[src/rtl/tff_counter_ctrl_pkg.sv]
`default_nettype none
// ---------------------------------------------------------------------------
// Module      : tff_ctrl_pkg
// Description : Shared types and constants for the T-cell counter sequencer.
// Revision    : 1.0 - initial release
// ---------------------------------------------------------------------------
package tff_ctrl_pkg;

    // Controller states
    typedef enum logic [1:0] {
        ST_IDLE = 2'd0,
        ST_RUN  = 2'd1,
        ST_DONE = 2'd2
    } state_t;

    // Count direction encoding, as seen on the dir input
    localparam logic DIR_UP = 1'b1;
    localparam logic DIR_DN = 1'b0;

endpackage : tff_ctrl_pkg
`default_nettype wire

[src/rtl/tff_counter_ctrl_if.sv]
`default_nettype none
// ---------------------------------------------------------------------------
// Module      : tff_counter_ctrl_if
// Description : Command / status bundle between a command source and the
//               T-cell counter sequencer.
// Revision    : 1.0 - initial release
// ---------------------------------------------------------------------------
interface tff_counter_ctrl_if #(
    parameter int WIDTH = 8
);
    logic             start;
    logic             dir;
    logic [WIDTH-1:0] target;
    logic             hold;
    logic             clr;
    logic [WIDTH-1:0] count;
    logic [WIDTH-1:0] count_n;
    logic             busy;
    logic             done;

    // Command source side
    modport master (
        output start, dir, target, hold, clr,
        input  count, count_n, busy, done
    );

    // Sequencer side
    modport slave (
        input  start, dir, target, hold, clr,
        output count, count_n, busy, done
    );
endinterface : tff_counter_ctrl_if
`default_nettype wire

[src/rtl/tff_counter_ctrl_cell.sv]
`default_nettype none
// ---------------------------------------------------------------------------
// Module      : tff_cell
// Description : Single toggle flip-flop with true and complement outputs,
//               both held in their own flops.
// Revision    : 1.0 - initial release
// ---------------------------------------------------------------------------
module tff_cell (
    input  wire logic clk,
    input  wire logic rst,
    input  wire logic t,
    output logic      q,
    output logic      qbar
);
    logic q_q, q_d;
    logic qbar_q, qbar_d;

    // Next value: invert both rails when enabled, otherwise keep them
    always_comb begin
        q_d    = q_q;
        qbar_d = qbar_q;
        if (t) begin
            q_d    = ~q_q;
            qbar_d = ~qbar_q;
        end
    end

    // Cell storage; qbar has its own flop so it never lags q
    always_ff @(posedge clk or negedge rst) begin
        if (!rst) begin
            q_q    <= 1'b0;
            qbar_q <= 1'b1;
        end else begin
            q_q    <= q_d;
            qbar_q <= qbar_d;
        end
    end

    assign q    = q_q;
    assign qbar = qbar_q;
endmodule : tff_cell
`default_nettype wire

[src/rtl/tff_counter_ctrl.sv]
`default_nettype none
// ---------------------------------------------------------------------------
// Module      : tff_counter_ctrl
// Description : Sequences a bank of T cells as an up/down counter that runs
//               to a latched target, with clear/abort and hold.
// Revision    : 1.0 - initial release
// ---------------------------------------------------------------------------
module tff_counter_ctrl
    import tff_ctrl_pkg::*;
#(
    parameter int WIDTH = 8
) (
    input  wire logic          clk,
    input  wire logic          rst,
    tff_counter_ctrl_if.slave  bus
);
    state_t           state_q, state_d;
    logic [WIDTH-1:0] target_q, target_d;
    logic             dir_q, dir_d;

    logic [WIDTH-1:0] w_t;
    logic [WIDTH-1:0] w_up_t;
    logic [WIDTH-1:0] w_dn_t;
    logic [WIDTH-1:0] w_q;
    logic [WIDTH-1:0] w_qbar;

    // Carry chains: a bit toggles when every lower bit is 1 (up) or 0 (down)
    always_comb begin : p_chain
        logic up_c;
        logic dn_c;
        up_c   = 1'b1;
        dn_c   = 1'b1;
        w_up_t = '0;
        w_dn_t = '0;
        for (int i = 0; i < WIDTH; i++) begin
            w_up_t[i] = up_c;
            w_dn_t[i] = dn_c;
            up_c      = up_c & w_q[i];
            dn_c      = dn_c & w_qbar[i];
        end
    end

    // Next-state and toggle-enable decode; clear toggles only the set bits
    always_comb begin
        state_d  = state_q;
        target_d = target_q;
        dir_d    = dir_q;
        w_t      = '0;
        case (state_q)
            ST_IDLE: begin
                if (bus.clr) begin
                    w_t = w_q;
                end else if (bus.start) begin
                    target_d = bus.target;
                    dir_d    = bus.dir;
                    state_d  = (bus.target == w_q) ? ST_DONE : ST_RUN;
                end
            end
            ST_RUN: begin
                if (bus.clr) begin
                    w_t     = w_q;
                    state_d = ST_IDLE;
                end else if (w_q == target_q) begin
                    state_d = ST_DONE;
                end else if (!bus.hold) begin
                    w_t = (dir_q == DIR_UP) ? w_up_t : w_dn_t;
                end
            end
            ST_DONE: begin
                state_d = ST_IDLE;
            end
            default: begin
                state_d = ST_IDLE;
            end
        endcase
    end

    // Controller registers
    always_ff @(posedge clk or negedge rst) begin
        if (!rst) begin
            state_q  <= ST_IDLE;
            target_q <= '0;
            dir_q    <= DIR_UP;
        end else begin
            state_q  <= state_d;
            target_q <= target_d;
            dir_q    <= dir_d;
        end
    end

    generate
        for (genvar gi = 0; gi < WIDTH; gi++) begin : g_cells
            tff_cell u_cell (
                .clk  (clk),
                .rst  (rst),
                .t    (w_t[gi]),
                .q    (w_q[gi]),
                .qbar (w_qbar[gi])
            );
        end
    endgenerate

    assign bus.count   = w_q;
    assign bus.count_n = w_qbar;
    assign bus.busy    = (state_q == ST_RUN);
    assign bus.done    = (state_q == ST_DONE);
endmodule : tff_counter_ctrl
`default_nettype wire
[src/flat_wrapper.sv]
// flat-port wrapper written by rule: the top's interface ports become plain ports
module tff_counter_ctrl_flat import tff_ctrl_pkg::*;
#(
    parameter int WIDTH = 8
)
  (clk, rst, bus_start, bus_dir, bus_target, bus_hold, bus_clr, bus_count, bus_count_n, bus_busy, bus_done);
  tff_counter_ctrl_if #(.WIDTH(WIDTH)) bus_i ();
  input  wire logic clk;
  input  wire logic rst;
  input wire logic [$bits(bus_i.start)-1:0] bus_start;
  input wire logic [$bits(bus_i.dir)-1:0] bus_dir;
  input wire logic [$bits(bus_i.target)-1:0] bus_target;
  input wire logic [$bits(bus_i.hold)-1:0] bus_hold;
  input wire logic [$bits(bus_i.clr)-1:0] bus_clr;
  output wire logic [$bits(bus_i.count)-1:0] bus_count;
  output wire logic [$bits(bus_i.count_n)-1:0] bus_count_n;
  output wire logic [$bits(bus_i.busy)-1:0] bus_busy;
  output wire logic [$bits(bus_i.done)-1:0] bus_done;
  assign bus_i.start = bus_start;
  assign bus_i.dir = bus_dir;
  assign bus_i.target = bus_target;
  assign bus_i.hold = bus_hold;
  assign bus_i.clr = bus_clr;
  assign bus_count = bus_i.count;
  assign bus_count_n = bus_i.count_n;
  assign bus_busy = bus_i.busy;
  assign bus_done = bus_i.done;
  tff_counter_ctrl #(.WIDTH(WIDTH)) u_core (.clk(clk), .rst(rst), .bus(bus_i));
endmodule
[config.mk]
export PLATFORM = sky130hd
export DESIGN_NAME = tff_counter_ctrl_flat
export DESIGN_NICKNAME = d
export VERILOG_FILES = /design/src/rtl/tff_counter_ctrl_pkg.sv /design/src/rtl/tff_counter_ctrl_if.sv /design/src/rtl/tff_counter_ctrl_cell.sv /design/src/rtl/tff_counter_ctrl.sv /design/src/flat_wrapper.sv
export SDC_FILE = /design/constraint.sdc
export NUM_CORES = 1
export LEC_CHECK = 0
export BUFFER_PORTS_ARGS = -buffer_cell sky130_fd_sc_hd__buf_4
export CAP_MARGIN = 15
export CELL_PAD_IN_SITES_DETAIL_PLACEMENT = 1
export CELL_PAD_IN_SITES_GLOBAL_PLACEMENT = 1
export CORE_AREA = 2 2 70 66
export DETAILED_ROUTE_END_ITERATION = 6
export DIE_AREA = 0 0 72 68
export PLACE_DENSITY_LB_ADDON = 0.1
export SETUP_SLACK_MARGIN = 0.5
export SLEW_MARGIN = 15
export SYNTH_ARGS = -nofsm -noshare
export SYNTH_HDL_FRONTEND = slang
export SYNTH_HIERARCHICAL = 1
export SYNTH_SLANG_ARGS = --single-unit
export TNS_END_PERCENT = 10
[constraint.sdc]
create_clock -name clk -period 3.7 [get_ports clk]
set_clock_uncertainty 0.05 [all_clocks]
set_input_delay 0.37 -clock clk [delete_from_list [all_inputs] [get_ports clk]]
set_output_delay 0.37 -clock clk [all_outputs]
set_load 0.005 [all_outputs]
* Yosys cells after proc, flatten, opt, wreduce, memory -nomap -nowiden
Index checks and enable logic that the tools add are counted.
Operators by class: equal/unequal tests 7, reductions and logical operators 3, muxes and demuxes 12, bitwise logic cells 29
Operators with widths (number):
- 2-to-1 mux 8 bit | 5
- inverter 1 bit | 17
- equality test 8 bit | 2
- case mux 8 bit (2 select lines) | 1
- AND 1 bit | 12
- 2-to-1 mux 2 bit | 5
- AND reduction 3 bit | 2
- inequality test 2 bit (second input constant) | 2
- case mux 2 bit (2 select lines) | 1
- inequality test 3 x 2 -> 1 bit (second input constant) | 1
- equality test 2 x 1 -> 1 bit (second input constant) | 1
- equality test 2 bit (second input constant) | 1
- logical NOT 2 bit | 1
Word-level totals: register bits 27, word-level logic and storage cells 70, input port bits 14, output and inout port bits 18

* Longest topological paths before layout
Gate-level depths: netlist of the first run.
depth in word-level cells 11, gate-level depth with buffers 6, depth with buffers taken out 5

* By module
Netlist of the first run, hierarchy kept.
By module, submodules not included:
- tff_counter_ctrl | sequential area each 276.5 um2, cells each 86, times used 1, area an instance 858.3 um2
- tff_cell | sequential area each 51.3 um2, cells each 4, times used 8, area an instance 68.8 um2

* Least setup slack after synthesis of the first run
OpenSTA, ideal clock, no wires.
path type register -> register, start point register u_core.g_cells[0].u_cell.q_q, end point register u_core.g_cells[7].u_cell.q_q, path slack 2076 ps, data required time 3517 ps, cell stages (with the launch flop) 7, clock period less this slack 1624 ps, setup time 133 ps, arrival time 1441 ps, buffers on the path 1, cell sequence dfrtp_1 > buf_2 > and4_1 > and3_1 > o221ai_1 > o21ai_1 > xor2_1
On the way: longest elaborated chain between the ends 11, elaborated cells on any way between the ends 12, classes of those cells eq/ne (1); mux (5); bitwise (6)
RTL lines:
- from (decl) | line tff_counter_ctrl_cell.sv:15 | logic q_q, q_d;
- from (signal assigned) | line tff_counter_ctrl_cell.sv:34 | q_q <= q_d;
- AND 1 bit (6 in series) | line tff_counter_ctrl.sv:38 | up_c = up_c & w_q[i];
- 2-to-1 mux 8 bit | line tff_counter_ctrl.sv:66 | w_t = (dir_q == DIR_UP) ? w_up_t : w_dn_t;
- 2-to-1 mux 8 bit | line tff_counter_ctrl.sv:65 | end else if (!bus.hold) begin
- 2-to-1 mux 8 bit * | line tff_counter_ctrl.sv:63 | end else if (w_q == target_q) begin
- 2-to-1 mux 8 bit * | line tff_counter_ctrl.sv:60 | if (bus.clr) begin
- case mux 8 bit (2 select lines) * | line tff_counter_ctrl.sv:49 | case (state_q)
- net u_core.w_t[7] | line tff_counter_ctrl.sv:21 | logic [WIDTH-1:0] w_t;
- to (signal assigned) | line tff_counter_ctrl_cell.sv:34
- to (decl) | line tff_counter_ctrl_cell.sv:15
The timed path passes the listed nets; every way through them passes the cells marked *. A chain may end at the register's enable or synchronous reset.

* Final worst setup path of the first run
start point register u_core.g_cells[0].u_cell.q_q, end point register u_core.g_cells[6].u_cell.q_q
On the way: longest elaborated chain between the ends 10, elaborated cells on any way between the ends 11, classes of those cells eq/ne (1); mux (5); bitwise (5)
RTL lines (line):
- AND 1 bit (5 in series) | tff_counter_ctrl.sv:38
- 2-to-1 mux 8 bit | tff_counter_ctrl.sv:66
- 2-to-1 mux 8 bit | tff_counter_ctrl.sv:65
- 2-to-1 mux 8 bit * | tff_counter_ctrl.sv:63
- 2-to-1 mux 8 bit * | tff_counter_ctrl.sv:60
- case mux 8 bit (2 select lines) * | tff_counter_ctrl.sv:49
- net u_core.w_t[6] | tff_counter_ctrl.sv:21
- to (signal assigned) | tff_counter_ctrl_cell.sv:34
- to (decl) | tff_counter_ctrl_cell.sv:15
Marks and branches as above.

==> results of run 1 <==
layout make-up:
type                    instances  area share [%]
flip-flops and latches         27           39.21
repair buffers                 32           13.86
clock buffers                   3           2.357
multi-input cells              87           40.71
clock inverters                 1          0.2857
well taps                      50           3.571
state kept, by name (all words and copies together), names as in the netlist:
signal / cells
u_core/state_q: 2
u_core/g_cells.u_cell/q: 8
u_core/g_cells.u_cell/qbar: 8
u_core/dir_q: 1
u_core/target_q: 8
what timing repair did:
action / CTS / global route
endpoints found under the hold margin: 18 / 0
buffers inserted: 0 / 0
hold buffers: 1 / 0
power groups by stage:
stage | logic, mW | clock network (mW) | registers, mW
floorplan | 0.292 | 0 | 0.565
global placement | 0.456 | 0 | 0.612
detailed placement | 0.469 | 0 | 0.613
CTS | 0.472 | 0.179 | 0.611
global route | 0.516 | 0.191 | 0.638
finish | 0.464 | 0.168 | 0.608
worst max-delay path: cells and delay by family, from the launching register on:
| kind | cells | cell delay, ns |
|---|---|---|
| flip-flops | 1 | 0.52 |
| AO/OA/AOI/OAI | 2 | 0.55 |
| XOR/XNOR | 1 | 0.17 |
| AND/OR/NAND/NOR | 2 | 0.46 |
worst min path at each step:
| stage | from | depth (start not counted) | slack [ns] | end |
|---|---|---|---|---|
| global route | bus_target[5] | 2 | 0.28 | u_core/target_q[5] |
| finish | bus_target[7] | 2 | 0.30 | u_core/target_q[7] |
| CTS | bus_target[6] | 2 | 0.28 | u_core/target_q[6] |
| global placement | rst | 1 | 0.26 | u_core/g_cells[4].u_cell/q |
| floorplan | rst | 0 | 0.02 | u_core/g_cells[0].u_cell/q |
| detailed placement | rst | 1 | 0.26 | u_core/g_cells[3].u_cell/q |
synth_stat cells:
master    instances  area share, %
a21boi_4          1            1.3
a21o_1            2            1.1
a21oi_1           2           0.71
a22o_1            4            2.5
a32oi_1           1           0.62
and2b_1           1           0.53
and3_1            1           0.44
and4_1            3            1.9
buf_1             1           0.27
buf_2             2           0.71
clkbuf_1          1           0.27
dfrtp_1          18             32
dfstp_2           9             17
mux2_2           10            8.0
nand2_1           7            1.9
nand3_1           3            1.1
nand4_1           4            1.8
nor2_4            1           0.80
nor2b_1           3            1.3
nor3b_1           1           0.53
nor4_1            2           0.89
nor4b_2           1            1.1
o21ai_0           3            1.1
o21ai_1           2           0.71
o221ai_1          1           0.62
o31ai_1           1           0.53
or3b_4            1           0.80
xnor2_1           8            5.0
xor2_1           24             15
cells by family (layout without fill, tap and decap cells):
| group | Yosys count | count (layout) | share of synthesized area, % |
|---|---|---|---|
| xor+xnor | 32 | 32 | 19.89 |
| mux | 10 | 10 | 7.993 |
| simple gates | 28 | 28 | 12.97 |
| compound gates | 17 | 17 | 9.147 |
| flops | 27 | 27 | 48.76 |
| buf+inv | 4 | 36 | 1.243 |
layout by cell type (no fill, tap or decap), drive strengths merged:
master / count
buf: 31
xor2: 24
dfrtp: 18
mux2: 10
dfstp: 9
xnor2: 8
nand2: 7
o21ai: 5
nand4: 4
a22o: 4
clkbuf: 3
nor2b: 3
and4: 3
nand3: 3
a21oi: 2
a21o: 2
nor4: 2
clkinv: 1
dlygate4sd3: 1
and3: 1
nor3b: 1
or3b: 1
nor2: 1
o221ai: 1
a32oi: 1
a21boi: 1
and2b: 1
nor4b: 1
o31ai: 1
metrics by stage:
stage	worst slack [ns]	area, µm²	util [%]
final	1.823	1752	41.41
after global routing	1.673	1752	41.41
after CTS	1.591	1743	41.20
after global placement	1.602	1687	39.87
after floorplan	2.076	1409	-
after detailed placement	1.523	1687	39.87
per-layer routing:
layer	wire length [µm]	vias up
met5	0	-
li1	-	482
met2	1576	19
met3	126	2
met4	17	0
met1	1531	511
==> reports/summary.txt, run 1 <==
Status - complete, no violations
Resized Gates After CTS - 0
Initial Utilization - 33.30%
Comb pwr share - 37.4%
Final worst path period need - 1.877 ns
TritonCTS Buffers - 3
GRT overflow - 0
Total Routing Usage GR - 14.47%
Final Non-Filler Cells - 200
Vias after detailed routing - 1,014
Seq/Total Area, Yosys - 48.76%
Slew @ Worst Pin - 0.7611 ns
CP endpoint - u_core/g_cells[6].u_cell/q
Clock power frac - 13.6%
Drt pass-1 iters - 4
CP peak stage delay - 0.52 ns
Largest net degree at the start of global routing - 28
HP Class - in2reg
Critical path type - reg2reg
Layout cells sized above 1 - 38.67%
Sequential share of power - 49.0%
Post-Place Cells - 195
Layout area overhead - 24.33%
Post-synthesis cell count - 118
I/O pin count - 32
Clk sinks - 27
Synthesized Nets - 132
Grt met2 use - 24.88%
Remaining antenna violation count - 0
Die span in y - 68 µm
CTS root buffer - clkbuf_8
Setup-failing EPs final - 0
CP required - 3.80 ns
R2R cell count - 5
RR Startpoint - u_core/g_cells[0].u_cell/q
Number of fill cells in the layout - 476
Core Footprint - 4230 µm²
GR Util met1 - 18.93%
GR Util met3 - 3.240%
Cells along the critical path - and4_1 > and3_1 > o221ai_1 > o21ai_1 > xor2_1
YS warnings - 6
Startpoint types - flop
CP startpoint - u_core/g_cells[0].u_cell/q
CP max-delay cell - dfrtp_1
Multi-input logic area - 713.2 µm²
Clk slew on worst S/H paths - 0.09 ns
Fin nets - 165
Avg WL per Cell - 16.26 µm
First-pass GRT wire length - 5.395 mm
RePlAce Congestion - 0.8050
PnR Total Power - 1.241 mW
P_sw - 457.5 µW
Initial antenna violation count - 0
1st-iter DRT viols - 36
R2R setup slack - 1.82 ns
Sum Neg Setup Slack - 0 ns
HPWL after detailed placement - 2.414 mm
Peak Freq - 532.7 MHz
H-tree levels - 1
Power Dens Cells - 708.6 nW/µm²
Clk Latency, worst-skew pair - 0.27 ns
Final Hold Vio Count - 0
Tcrit/Tclk final - 50.74%
Register area - 686.9 µm²
DR DRC count - 0
Netlist cell types - 29
CP arrival - 1.98 ns
Die area - 4896 µm²
RSZ-0062 raised after global routing - no
Max FO, Critical Path - 9
P_int - 783.8 µW
Worst slew margin - 49.16%
FP Rows - 23
IR Drop Worst-Case VDD - 430.8 µV
Final slew viol count - 0
Die width - 72 µm
Synth Register Bits - 27
# diodes - 0
Final wirelength - 3.251 mm
Worst flop-to-flop path endpoint - u_core/g_cells[6].u_cell/q
Max Buffers Root-to-Sink - 2
Netlist Area Pre-Place - 1409 µm²
CTS tree - built
Global route hottest layer - met2
Switching Share - 36.86%
Vias in the first global route - 1,096
Pleak - 0.7909 nW
Routed vias/inst - 5.070
Syn Area/Cell - 11.94 µm²
MaxCap Viol Count - 0
Crit path capture type - flop
Hold WS - 0.2956 ns
Number of buffers added on ports - 31
Note: power is estimated with default switching activity, not from simulation.
==> inputs of run 2 (changes only) <==
- ABC_AREA: default -> 1
- CORE_AREA: 2 2 70 66 -> 2 2 77 72
- DIE_AREA: 0 0 72 68 -> 0 0 79 74
- clock period: 3.7 -> 1.67 ns (I/O delays scaled with it)
==> reports/summary.txt, run 2 <==
Status - complete, no violations (unchanged)
CTS root buffer - clkbuf_8 (unchanged)
Clk Latency, worst-skew pair - 0.28 ns (was 0.27 ns)
Core Footprint - 5067 µm² (was 4230 µm²)
RePlAce Congestion - 0.7864 (was 0.8050)
Clk sinks - 27 (unchanged)
Routed vias/inst - 4.483 (was 5.070)
Final Hold Vio Count - 0 (unchanged)
Drt pass-1 iters - 4 (unchanged)
Seq/Total Area, Yosys - 41.50% (was 48.76%)
Final slew viol count - 0 (unchanged)
Total Routing Usage GR - 17.53% (was 14.47%)
Final Non-Filler Cells - 387 (was 200)
Most instantiated library cell after synthesis - nand2_1 (was xor2_1)
Most common library cells after synthesis - nand2_1, inv_1, dfrtp_1 (was xor2_1, dfrtp_1, mux2_2)
Switching Share - 41.74% (was 36.86%)
Comb pwr share - 56.6% (was 37.4%)
Fin util - 46.15% (was 41.41%)
CP required - 1.80 ns (was 3.80 ns)
FP Rows - 25 (was 23)
Die span in y - 74 µm (was 68 µm)
Final instance area - 2338 µm² (was 1752 µm²)
Vias in the first global route - 1,666 (was 1,096)
MaxCap Viol Count - 0 (unchanged)
Crit path capture type - flop (unchanged)
Dpl cell area - 2064 µm² (was 1687 µm²)
Avg WL per Cell - 12.81 µm (was 16.26 µm)
Clock power frac - 10.1% (was 13.6%)
Synthesized Nets - 271 (was 132)
CTS tree - built (unchanged)
Pleak - 1.267 nW (was 0.7909 nW)
Max FO, Critical Path - 7 (was 9)
Post-synth EDFFs - 0 (unchanged)
Netlist Area Pre-Place - 1655 µm² (was 1409 µm²)
HP Class - in2reg (unchanged)
Sum Neg Setup Slack - 0 ns (unchanged)
Setup-failing EPs final - 0 (unchanged)
TritonCTS Buffers - 3 (unchanged)
YS warnings - 6 (unchanged)
Max Buffers Root-to-Sink - 2 (unchanged)
Post-Place Cells - 366 (was 195)
# diodes - 0 (unchanged)
H-tree levels - 1 (unchanged)
Peak Freq - 606.3 MHz (was 532.7 MHz)
Worst path buffer plus inverter count - 2 (was 0)
HPWL after detailed placement - 3.514 mm (was 2.414 mm)
CP max-delay cell - dfrtp_2 (was dfrtp_1)
Top post-synthesis cells by area - dfrtp_1, nand2_1, dfstp_2, inv_1, o21ai_0 (was dfrtp_1, dfstp_2, xor2_1, mux2_2, xnor2_1)
Layout area overhead - 41.27% (was 24.33%)
Remaining antenna violation count - 0 (unchanged)
Cells along the critical path - inv_2 > nand2_1 > nand2_1 > nor2_1 > nand2_1 > nor2_2 > nor2_2 > nand2_4 > o21ai_2 > inv_1 > nand2_1 > nand2_1 (was and4_1 > and3_1 > o221ai_1 > o21ai_1 > xor2_1)
Vias after detailed routing - 1,735 (was 1,014)
Sequential share of power - 33.3% (was 49.0%)
Async SR Flop Fraction - 100.0% (unchanged)
Fin nets - 335 (was 165)
Yosys top cell by area - dfrtp_1 (unchanged)
Netlist cell types - 18 (was 29)
DP Worst Slack - -0.04950 ns (was 1.523 ns)
Synth Register Bits - 27 (unchanged)
Layout cells sized above 1 - 33.13% (was 38.67%)
Die width - 79 µm (was 72 µm)
DR DRC count - 0 (unchanged)
Most frequent cells in the layout - nand2_1, buf_4, inv_1 (was buf_4, xor2_1, dfrtp_1)
RSZ-0062 raised after global routing - yes (was no)
CP arrival - 1.78 ns (was 1.98 ns)
Largest net degree at the start of global routing - 28 (unchanged)
Slew @ Worst Pin - 0.4091 ns (was 0.7611 ns)
Syn Area/Cell - 6.441 µm² (was 11.94 µm²)
Number of buffers added on ports - 31 (unchanged)
PnR Total Power - 3.968 mW (was 1.241 mW)
Worst slew margin - 72.44% (was 49.16%)
Initial Utilization - 32.67% (was 33.30%)
IR Drop Worst-Case VDD - 667.3 µV (was 430.8 µV)
P_int - 2.312 mW (was 783.8 µW)
Final setup margin - 0.02056 ns (was 1.823 ns)
Tcrit/Tclk final - 98.77% (was 50.74%)
Main synth FF type - dfrtp_1 (unchanged)
Initial antenna violation count - 0 (unchanged)
P_sw - 1.656 mW (was 457.5 µW)
Final wirelength - 4.957 mm (was 3.251 mm)
Clk slew on worst S/H paths - 0.10 ns (was 0.09 ns)
Delay-heaviest family, CP - simple AND/OR/NAND/NOR gates (was compound AO/OA/AOI/OAI gates)
Commonest non-fill, non-tap cell in the layout - nand2_1 (was buf_4)
Yosys top cell area share - 27.21% (was 31.97%)
Startpoint types - flop (unchanged)
Final worst path period need - 1.649 ns (was 1.877 ns)
Critical path type - reg2reg (unchanged)
1st-iter DRT viols - 83 (was 36)
GRT overflow - 0 (unchanged)
Die area - 5846 µm² (was 4896 µm²)
Power Dens Cells - 1697 nW/µm² (was 708.6 nW/µm²)
Most frequent CP cell - nand2_1
I/O pin count - 32 (unchanged)
Post-synthesis cell count - 257 (was 118)
First-pass GRT wire length - 7.900 mm (was 5.395 mm)
CP peak stage delay - 0.48 ns (was 0.52 ns)
Hold WS - 0.04361 ns (was 0.2956 ns)
==> run 2: path summary, 6_finish.rpt <==
| check | startpoint | end | slack [ns] | cells past startpoint |
|---|---|---|---|---|
| worst max-delay path | u_core/g_cells[1].u_cell/q | u_core/g_cells[4].u_cell/q | 0.02 | 12 |
| worst min-delay path | bus_dir | u_core/dir_q | 0.04 | 3 |
| worst max register to register | u_core/g_cells[1].u_cell/q | u_core/g_cells[4].u_cell/q | 0.02 | 12 |
| worst min register to register | u_core/g_cells[7].u_cell/qbar | u_core/g_cells[7].u_cell/qbar | 0.43 | 2 |
| max in group asynchronous | rst | u_core/dir_q | 0.98 | 2 |
| min in group asynchronous | rst | u_core/target_q[5] | 0.28 | 2 |
==> run 2: what timing repair did <==
item,4_1_cts,5_1_grt
hold buffers,1,0
endpoints found under the setup margin,37,43
pin swaps,12,19
buffers inserted,12,4
hold endpoints to repair,18,0
gates resized for setup,8,31
==> run 2: area by class of cell <==
cell class / instances / area, µm²
Clock buffer: 4 / 45.04
Fill cell: 690 / 2729
Inverter: 54 / 206.4
Multi-Input combinational cell: 174 / 828.3
Sequential cell: 27 / 691.9
Tap cell: 67 / 83.83
Timing Repair Buffer: 61 / 483.0
==> run 2: power groups by stage <==
stage	clock network (mW)	logic, mW	registers, mW
after global placement	0	1.77	1.32
after CTS	0.416	2.07	1.30
after floorplan	0	0.925	1.33
after detailed placement	0	1.80	1.32
after global routing	0.437	2.54	1.37
final	0.399	2.25	1.32
==> run 2: cells by family after synthesis <==
kind of cell | Yosys count | share of synthesized area, %
AOI/OAI and AO/OA | 24 | 8.767
xor gates and xnor gates | 4 | 2.116
buffers and inverters | 56 | 12.85
DFF | 27 | 41.50
and+or+nand+nor | 146 | 34.77
==> run 2: metal layers <==
layer	routed length, µm	share of wire, %	global-route usage [%]	vias to the layer above
met1	2384	48	24.33	818
met5	0	0	0	-
met4	65	1.3	5.747	0
li1	-	-	-	884
met3	147	3.0	2.306	5
met2	2360	48	28.72	28
==> run 2: worst register-to-register path: stages (launching register included) <==
cell and delay (ns):
dfrtp_2 0.48, inv_2 0.09, nand2_1 0.05, nand2_1 0.05, nor2_1 0.04, nand2_1 0.09
nor2_2 0.05, nor2_2 0.14, nand2_4 0.15, o21ai_2 0.19, inv_1 0.08, nand2_1 0.06
nand2_1 0.04
